--- config.mk ---
export PLATFORM = sky130hd
export DESIGN_NAME = priority_encoder_rr
export DESIGN_NICKNAME = d
export VERILOG_FILES = /design/src/rtl/priority_encoder_rr.sv
export SDC_FILE = /design/constraint.sdc
export NUM_CORES = 1
export LEC_CHECK = 0
export CORE_ASPECT_RATIO = 1.5
export CORE_MARGIN = 2
export CORE_UTILIZATION = 55
export CTS_CLUSTER_DIAMETER = 50
export DETAILED_ROUTE_END_ITERATION = 6
export PLACE_DENSITY = 0.82
export RECOVER_POWER = 50
export SKIP_CTS_REPAIR_TIMING = 1
export SLEW_MARGIN = 20
export SYNTH_ARGS = -nofsm -noshare
export SYNTH_HDL_FRONTEND = slang
export SYNTH_SLANG_ARGS = --single-unit
--- constraint.sdc ---
create_clock -name clk -period 8.15 [get_ports clk]
set_input_delay 0.815 -clock clk [delete_from_list [all_inputs] [get_ports clk]]
set_output_delay 0.815 -clock clk [all_outputs]
set_load 0.01 [all_outputs]
--- src/rtl/priority_encoder_rr.sv ---
// Registered N-to-log2(N) priority encoder, fixed or round-robin, 1-cycle latency.
// No back-pressure: one decision per enabled edge, outputs hold while en=0.
module priority_encoder_rr #(
    parameter int N = 8,
    parameter int W = $clog2(N)
) (
    input  logic         clk,
    input  logic         rst,
    input  logic         en,
    input  logic         rr_en,
    input  logic [N-1:0] din,
    output logic [W-1:0] dout,
    output logic         valid,
    output logic         multi
);
    localparam logic [W-1:0] LAST = W'(N - 1);

    logic [W-1:0] ptr;
    logic [W-1:0] ptr_nxt;
    logic [W-1:0] fixed_idx;
    logic [W-1:0] rr_idx;
    logic [W-1:0] win;
    logic [W-1:0] iw;
    logic         rr_hit;
    logic         any_req;
    logic         many_req;
    int           j;

    always_comb begin
        fixed_idx = '0;
        rr_idx    = '0;
        rr_hit    = 1'b0;
        iw        = '0;
        j         = 0;

        // Ascending scan: the last hit is the highest set index.
        for (int i = 0; i < N; i++) begin
            iw = W'(i);
            if (din[iw]) begin
                fixed_idx = iw;
            end
        end

        // Walk ptr, ptr-1, ... wrapping modulo N so ptr never leaves 0..N-1.
        for (int k = 0; k < N; k++) begin
            j = int'(ptr) - k;
            if (j < 0) begin
                j = j + N;
            end
            iw = W'(j);
            if (!rr_hit && din[iw]) begin
                rr_hit = 1'b1;
                rr_idx = iw;
            end
        end

        any_req  = |din;
        many_req = ($countones(din) >= 2);
        win      = rr_en ? rr_idx : fixed_idx;

        if (!rr_en) begin
            ptr_nxt = LAST;
        end else if (!any_req) begin
            ptr_nxt = ptr;
        end else if (win == '0) begin
            ptr_nxt = LAST;
        end else begin
            ptr_nxt = win - 1'b1;
        end
    end

    always_ff @(posedge clk or posedge rst) begin
        if (rst) begin
            dout  <= '0;
            valid <= 1'b0;
            multi <= 1'b0;
            ptr   <= LAST;
        end else if (en) begin
            dout  <= any_req ? win : '0;
            valid <= any_req;
            multi <= many_req;
            ptr   <= ptr_nxt;
        end
    end
endmodule

# After elaboration in Yosys (flattened, before gate mapping)

Index checks and enable logic that the tools add are counted.

Flip-flop bits (word level): 8
Input port bits: 12
Word-level logic and storage cells: 113

Add/subtract/negate cells: 23
Order comparisons: 17
Equal/unequal tests: 1
Multiplexer cells: 51
Reductions and logical operators: 17

Operator list:

| kind                                                                                 | count |
|---|---|
| 3-bit two-way mux                                                                    | 26 |
| 3-bit by 4-bit less-than comparator with 1-bit output (second input constant)        | 8 |
| 4-bit by 1-bit less-than comparator with 1-bit output (second input constant)        | 7 |
| 3-bit by 1-bit adder with 3-bit output (second input constant)                       | 8 |
| 1-bit binary-select mux with 3-bit select                                            | 8 |
| 1-bit two-way mux                                                                    | 16 |
| 3-bit by 3-bit subtractor with 4-bit output (second input constant)                  | 4 |
| 1-bit by 1-bit adder with 2-bit output                                               | 4 |
| 8-bit OR reduction                                                                   | 1 |
| 3-bit by 2-bit subtractor with 4-bit output (second input constant)                  | 2 |
| 1-bit logical AND                                                                    | 7 |
| 1-bit logical NOT                                                                    | 7 |
| 2-bit by 2-bit adder with 3-bit output                                               | 2 |
| 3-bit by 3-bit adder with 4-bit output                                               | 1 |
| 4-bit by 2-bit greater-or-equal comparator with 1-bit output (second input constant) | 1 |
| 3-bit by 1-bit subtractor with 4-bit output (second input constant)                  | 1 |
| 3-bit logical NOT                                                                    | 1 |
| 3-bit by 1-bit less-than comparator with 1-bit output (second input constant)        | 1 |
| 3-bit by 1-bit subtractor with 3-bit output (second input constant)                  | 1 |
| 2-bit two-way mux                                                                    | 1 |
| 2-bit by 1-bit != test with 1-bit output (second input constant)                     | 1 |
| 2-bit AND reduction                                                                  | 1 |

# Longest topological paths before layout

Word-level depth: 31
Depth in mapped cells: 16

# Least setup slack after synthesis

No wires, ideal clock.

Path type: register -> register
Start: register ptr[0]
End: register ptr[2]
Setup time: 0.073 ns
Arrival time: 3.482 ns
Data required time: 8.077 ns
Path slack: 4.595 ns
Stages on the path, launching flop included: 16
Path buffers: 3
Period minus slack after synthesis: 3.555 ns
Cells stage by stage: dfstp_2 buf_6 inv_1 buf_6 ha_1 buf_6 mux2_4 mux2_4 mux2_4 or3b_1 a31oi_2 nor4b_2 a211oi_2 ha_1 ha_1 a21oi_1

Word-level cells in the longest chain between the ends: 31
Elaborated cells between the ends (all ways): 82

Ends and longest elaborated chain:

| item                                                                                                 | line   | text |
|---|---|---|
| start: declaration                                                                                   | 18     | `logic [W-1:0] ptr;` |
| start signal: assignment                                                                             | 82     | `ptr <= ptr_nxt;` |
| parallel branches: the longest is 25 deep, another holds 3-bit by 1-bit subtractor with 4-bit output | --     |  |
| 3-bit two-way mux (*)                                                                                | 51     | `if (!rr_hit && din[iw]) begin` |
| 3-bit two-way mux (*)                                                                                | 59     | `win = rr_en ? rr_idx : fixed_idx;` |
| 3-bit by 1-bit subtractor with 3-bit output or 3-bit logical NOT (tied branches)                     | 68, 65 |  |
| 3-bit two-way mux (*)                                                                                | 65     | `end else if (win == '0) begin` |
| 3-bit two-way mux (*)                                                                                | 63     | `end else if (!any_req) begin` |
| 3-bit two-way mux (*)                                                                                | 61     | `if (!rr_en) begin` |

Every way passes the cells marked *. The select of a mux whose other input is x is not followed.
A chain may end at the register's enable or synchronous reset.

# Worst setup path in the final report

Ends and elaborated chain as after synthesis.

==> metrics.cfg <==
[pwr]
power_switching_mw = 0.370
p_total_mw = 0.740
pwr-share-comb = 0.808
seqPwrFrac = 0.126
leakage_nw = 0.733
p_sw_frac = 0.500
p_int_mw = 0.370
clkPwrFrac = 0.066
peakVddDrop_mv = 0.259
p_per_area_nw_per_um2 = 404

[sta]
finClkSkew_ns = 0.00504
rsz0062_at_grt = no
finalSetupViolCount = 0
finalHoldViolCount = 0
timing.final.crit_period_ns = 4.39
slew_violations = 0
worst_slew_pin_slew_ns = 0.587
setup-tns-final_ns = 0
post-route-period-util = 0.539
clock.fmax_mhz = 228
max_slew_margin = 0.609

[worst_setup_path]
worstPathRequired_ns = 8.30
r2r_slack_ns = 3.76
r2r_cells = 12
regToRegStartpoint = ptr[0]
cp_data_arrival_time_ns = 4.55
end_kind = flip-flop
critical_path.endpoint = ptr[2]
startpoint_type = flip-flop
rr_endpoint = ptr[2]
crit_type = reg -> reg
crit_start = ptr[0]
worstPathMaxFanout = 16

[yosys]
synth-edff-count = 0
synthesis.nets = 211
ys_ff_latch = 8
ys_warn_count = 0
syn_area_um2 = 1700
yosys_most_used_dff = dfrtp_1
netlist-cell-type-count = 61
netlist_instances = 187
ys_seq_area_frac = 0.120
syn_avg_cell_area_um2 = 9.08
async_reset_ff_frac = 1.00

[cts]
cts.reportedPaths.clkPinSlew_ns = 0.04
clk_path_buf_depth = 2
cts_root_buffer = clkbuf_8
cts_buffers = 3
cts.sinks = 8
tritoncts = built
worstSkewPairLatency_ns = 0.23
h-tree-depth = 1

[job]
drv_cap = 0

[die]
die-area_um2 = 3560
fp.dieW_um = 49.4
ioPinCount = 17
row_count = 24
die_h_um = 72.1
core_um2 = 2910
start_util = 0.583

[global_routing]
grt_pass1_wl_um = 6980
grt_use_total = 0.249
overflow = 0
grt_pass1_vias = 1541
antenna_found_initial = 0
grt_max_degree = 17

[cells_and_area]
regArea_um2 = 204
multi_input_area_um2 = 1300
fill_cells = 260
syn2layout_area_growth_pct = 7.89
antenna_cells = 0
drive_gt1_frac = 0.154
nNetsFinal = 220

[route]
drt_iter0_markers = 59
via_per_inst = 6.31
vias = 1476
drc = 0
dr.pass1.iters = 4
wire_per_inst_um = 17.0
routed_wl_um = 3990
ant_nets = 0

[run_status]
outcome = completed

[place]
dp_hpwl_um = 3240
portBuffers = 16
routabilityCongestion = 1.01

[min_path]
hp-start = dout[1]
min_path_type = reg -> reg

critical path: stages (launching register included):
cell and delay [ns]:
dfstp_2 0.71, inv_1 0.31, ha_1 0.77, mux4_1 0.68
mux2i_4 0.18, nand2b_1 0.13, nor3_1 0.34, a21boi_0 0.32
or3_1 0.17, o31a_1 0.15, a31oi_1 0.09, ha_1 0.31
a21oi_1 0.13
routing by layer:
layer	GRT usage	vias to the layer above	wire length, µm
met2	0.476	35	2200
met3	0.0206	10	97
met5	0	-	0
met1	0.266	729	1560
li1	-	702	-
met4	0.133	0	133
cells in the final DEF, fill, tap and decap left out, types with 4 or more instances in the layout:
| cell type | n |
|---|---|
| a21oi_1 | 13 |
| clkdlybuf4s50_1 | 13 |
| dfrtp_1 | 5 |
| fa_1 | 4 |
| ha_1 | 8 |
| inv_1 | 20 |
| mux2_4 | 4 |
| mux2i_1 | 14 |
| mux4_2 | 4 |
| nand2_1 | 11 |
| nand3_1 | 4 |
| nor2_1 | 13 |
| nor3_1 | 4 |
| o21ai_0 | 8 |
| o22ai_1 | 4 |
logic make-up after synthesis:
kind of cell / share of synthesized area
mux: 0.243
flops: 0.120
compound gates: 0.212
buf+inv: 0.115
xor+xnor: 0.0295
fa+ha+maj: 0.106
simple gates: 0.174
power by group through the flow:
stage / sequential (mW) / combinational, mW / clock [mW]
floorplan: 0.0695 / 0.531 / 0
global placement: 0.0916 / 0.583 / 0
detailed placement: 0.0933 / 0.592 / 0
CTS: 0.0932 / 0.593 / 0.0507
global route: 0.0974 / 0.650 / 0.0524
finish: 0.0931 / 0.598 / 0.0491
worst min-delay path by stage:
stage	end	slack [ns]	cells past startpoint
after floorplan	dout[1]	0.52	2
after global placement	dout[0]	0.48	2
after detailed placement	dout[1]	0.48	2
after CTS	dout[1]	0.50	2
after global routing	dout[0]	0.54	2
final	dout[1]	0.49	2
metrics by stage:
stage	worst slack (ns)	util	hold WS [ns]	area (µm²)	std cells
after floorplan	4.60	-	0.519	1700	187
after global placement	3.95	0.613	0.481	1790	230
after detailed placement	3.73	0.613	0.484	1790	230
after CTS	3.75	0.629	0.497	1830	234
after global routing	3.47	0.629	0.542	1830	234
final	3.76	0.629	0.494	1830	234
state kept, by name (all words and copies together), names as in the netlist:
name   count
dout       3
ptr        3
multi      1
valid      1
area by class of cell:
cell class / count / area share
multi-input combinational: 147 / 0.709
sequential: 8 / 0.111
inverter: 20 / 0.0410
tap: 39 / 0.0266
timing repair buffer: 16 / 0.0874
clock buffer: 4 / 0.0246
synth_stat cells (2+ instances only):
library cell  number  area share
mux4_2             4       0.053
mux4_1             2       0.031
fa_1               4       0.047
a21oi_1           13       0.038
a31oi_1            2      0.0074
clkbuf_8           2       0.016
nand2_1           11       0.024
dfstp_2            3       0.046
o211ai_1           3       0.013
mux2i_4            2       0.027
nor2b_1            3       0.011
or3b_1             2       0.010
mux2_4             4       0.035
buf_4              2      0.0088
xnor2_1            2       0.010
dfrtp_1            5       0.074
nand2b_1           3       0.011
a32oi_1            2       0.010
ha_1               8       0.059
and2_1             2      0.0074
nor3_1             4       0.012
o31ai_1            2      0.0088
inv_1             20       0.044
buf_6              6       0.040
xor2_2             2       0.019
nand3_1            4       0.012
mux2i_1           14       0.083
nor2_1            13       0.029
o21ai_0            8       0.024
o22ai_1            4       0.015
No activity file was read; power rests on OpenSTA's default activity.
==> RTL edit: new RTL, same flow settings <==
Add an input register stage for `en`, `rr_en` and `din`, cleared by the reset; this delays them by one clock.
--- a/src/rtl/priority_encoder_rr.sv
+++ b/src/rtl/priority_encoder_rr.sv
@@ -15,4 +15,20 @@
 );
     localparam logic [W-1:0] LAST = W'(N - 1);
+
+    logic en_q;
+    logic rr_en_q;
+    logic [N-1:0] din_q;
+
+    always_ff @(posedge clk or posedge rst) begin
+        if (rst) begin
+            en_q    <= '0;
+            rr_en_q <= '0;
+            din_q   <= '0;
+        end else begin
+            en_q    <= en;
+            rr_en_q <= rr_en;
+            din_q   <= din;
+        end
+    end
 
     logic [W-1:0] ptr;
@@ -37,5 +53,5 @@
         for (int i = 0; i < N; i++) begin
             iw = W'(i);
-            if (din[iw]) begin
+            if (din_q[iw]) begin
                 fixed_idx = iw;
             end
@@ -49,5 +65,5 @@
             end
             iw = W'(j);
-            if (!rr_hit && din[iw]) begin
+            if (!rr_hit && din_q[iw]) begin
                 rr_hit = 1'b1;
                 rr_idx = iw;
@@ -55,9 +71,9 @@
         end
 
-        any_req  = |din;
-        many_req = ($countones(din) >= 2);
-        win      = rr_en ? rr_idx : fixed_idx;
+        any_req  = |din_q;
+        many_req = ($countones(din_q) >= 2);
+        win      = rr_en_q ? rr_idx : fixed_idx;
 
-        if (!rr_en) begin
+        if (!rr_en_q) begin
             ptr_nxt = LAST;
         end else if (!any_req) begin
@@ -76,5 +92,5 @@
             multi <= 1'b0;
             ptr   <= LAST;
-        end else if (en) begin
+        end else if (en_q) begin
             dout  <= any_req ? win : '0;
             valid <= any_req;
Formal check against the unedited RTL: not equivalent (Yosys sat finds a counterexample within 4 cycles, from zero or initial values and one cycle with rst high).
==> RTL edit against the original RTL <==
Final area up 21%; power up 14%; sequential share of layout area up 9.3 points; via count up 9.8%; largest power group unchanged; non-clock buffer count unchanged; sequential power up 83%; setup slack better by 0.0081 ns; clock skew down 0.0029 ns; sequential cell count up 10; critical path depth down 1; routed wire length up 14%; critical path type unchanged; utilization down 2.1 points; synthesized area up 24%; first-iteration DRC count unchanged.
==> RTL edit: results (changes against the original RTL) <==
| Metric | Value |
|---|---|
| Hold path endpoint | `dout[2]` |
| Max reg flops | `8` |
| WL met2 | `2360 um (+7.3%)` |
| Outcome | `finished clean` |
| Dpl hpwl | `3430 um (+6.0%)` |
| Crit-path max FO | `19 (+3)` |
| Cells after synthesis | `204 (+9.1%)` |
| R2R depth | `11 (-1)` |
| Synth Area in Compound Gates | `15.4% (-5.8 points)` |
| Share of layout cells above drive strength 1 | `15.0% (-0.34 points)` |
| Commonest cells post-synth | `23 x inv_1, 19 x mux2i_1, 15 x dfrtp_1` |
| First-pass GRT wire length | `7730 um (+11%)` |
| Dpl cells | `245 (+6.5%)` |
| Metal-1 WL | `1780 um (+15%)` |
| Routed len/inst | `18.2 um (+7.0%)` |
| CP max stage cell | `dfstp_2` |
| Met3 WL | `184 um (+90%)` |
| Reg2Reg Setup Slack | `3.77 ns (about the same)` |
| Final GP Congestion | `0.989 (-1.9%)` |
| Met3 GRT Util | `1.69% (-0.37 points)` |
| N_diodes | `0 (unchanged)` |
| Fill cells | `297 (+14%)` |
| Largest cells by area after synthesis | `dfrtp_1 18%, mux4_2 11%, mux2i_1 9.1%` |
| Ys async rst share | `100% (unchanged)` |
| CP max stage delay | `0.81 ns (+0.04 ns)` |
| Max_slew headroom | `52.6% (-8.3 points)` |
| Largest net degree at the start of global routing | `20 (+3)` |
| Met1 Resource Use GR | `32.2% (+5.6 points)` |
| Clk slew on worst S/H paths | `0.06 ns (+0.02 ns)` |
| H-tree levels | `1 (unchanged)` |
| Seq/Total Area, Yosys | `21.6% (+9.6 points)` |
| Setup Skew | `0.00214 ns (-0.00290 ns)` |
| Vias in the first global route | `1595 (+3.5%)` |
| Final WL | `4540 um (+14%)` |
| Minimum clock period | `4.38 ns (-0.00806 ns)` |
| M2 GR Usage | `39.9% (-7.7 points)` |
| Static Leak | `0.000968 uW (+32%)` |
| Gr usage total | `24.8% (-0.072 points)` |
| Crit path launch | `ptr[0]` |
| Top flop regs | `din_q: 8 flops, dout: 3 flops, ptr: 3 flops` |
| Vias/cell | `6.51 (+3.1%)` |
| Multiplexer share of the synthesized area | `30.4% (+6.0 points)` |
| Hold Path Cell Cnt | `1 (-1)` |
| Clk_lat worst skew | `0.25 ns (+0.02 ns)` |
| Critical Path AT | `4.56 ns (about the same)` |
| Fin nets | `231 (+5.0%)` |
| Final hold slack | `0.520 ns (+0.0258 ns)` |
| HP Start | `dout[2]` |
| Adder-Cell Fraction of Synth Area | `8.59% (-2.0 points)` |
| XOR/XNOR Fraction of Synth Area | `0.835% (-2.1 points)` |
| Root buffer cell | `clkbuf_8` |
| Post-layout util | `60.8% (-2.1 points)` |
| Worst vdd ir | `0.000252 V (-3.0%)` |
==> RTL edit: changes by cell type after synthesis, sizes merged, moves of 4 or more <==
cell / unedited run / this run
a21oi: 13 / 8
nor2: 13 / 8
mux4: 6 / 15
inv: 20 / 24
clkbuf: 3 / 7
dfrtp: 5 / 15
==> RTL edit: final cells by class <==
cell class,instances,share of cell area [%]
multi-input cells,143,63.2
flip-flops and latches,18,20.5
repair buffers,16,7.22
inverters,25,4.23
clock buffers,4,2.48
well taps,43,2.43
==> RTL edit: report_power, final <==
| part | total, uW | internal, uW | switching, uW |
|---|---|---|---|
| Sequential | 170 | 115 | 55.0 |
| Combinational | 606 | 307 | 299 |
| Clock | 71.6 | 42.9 | 28.7 |
| Total | 848 | 464 | 383 |
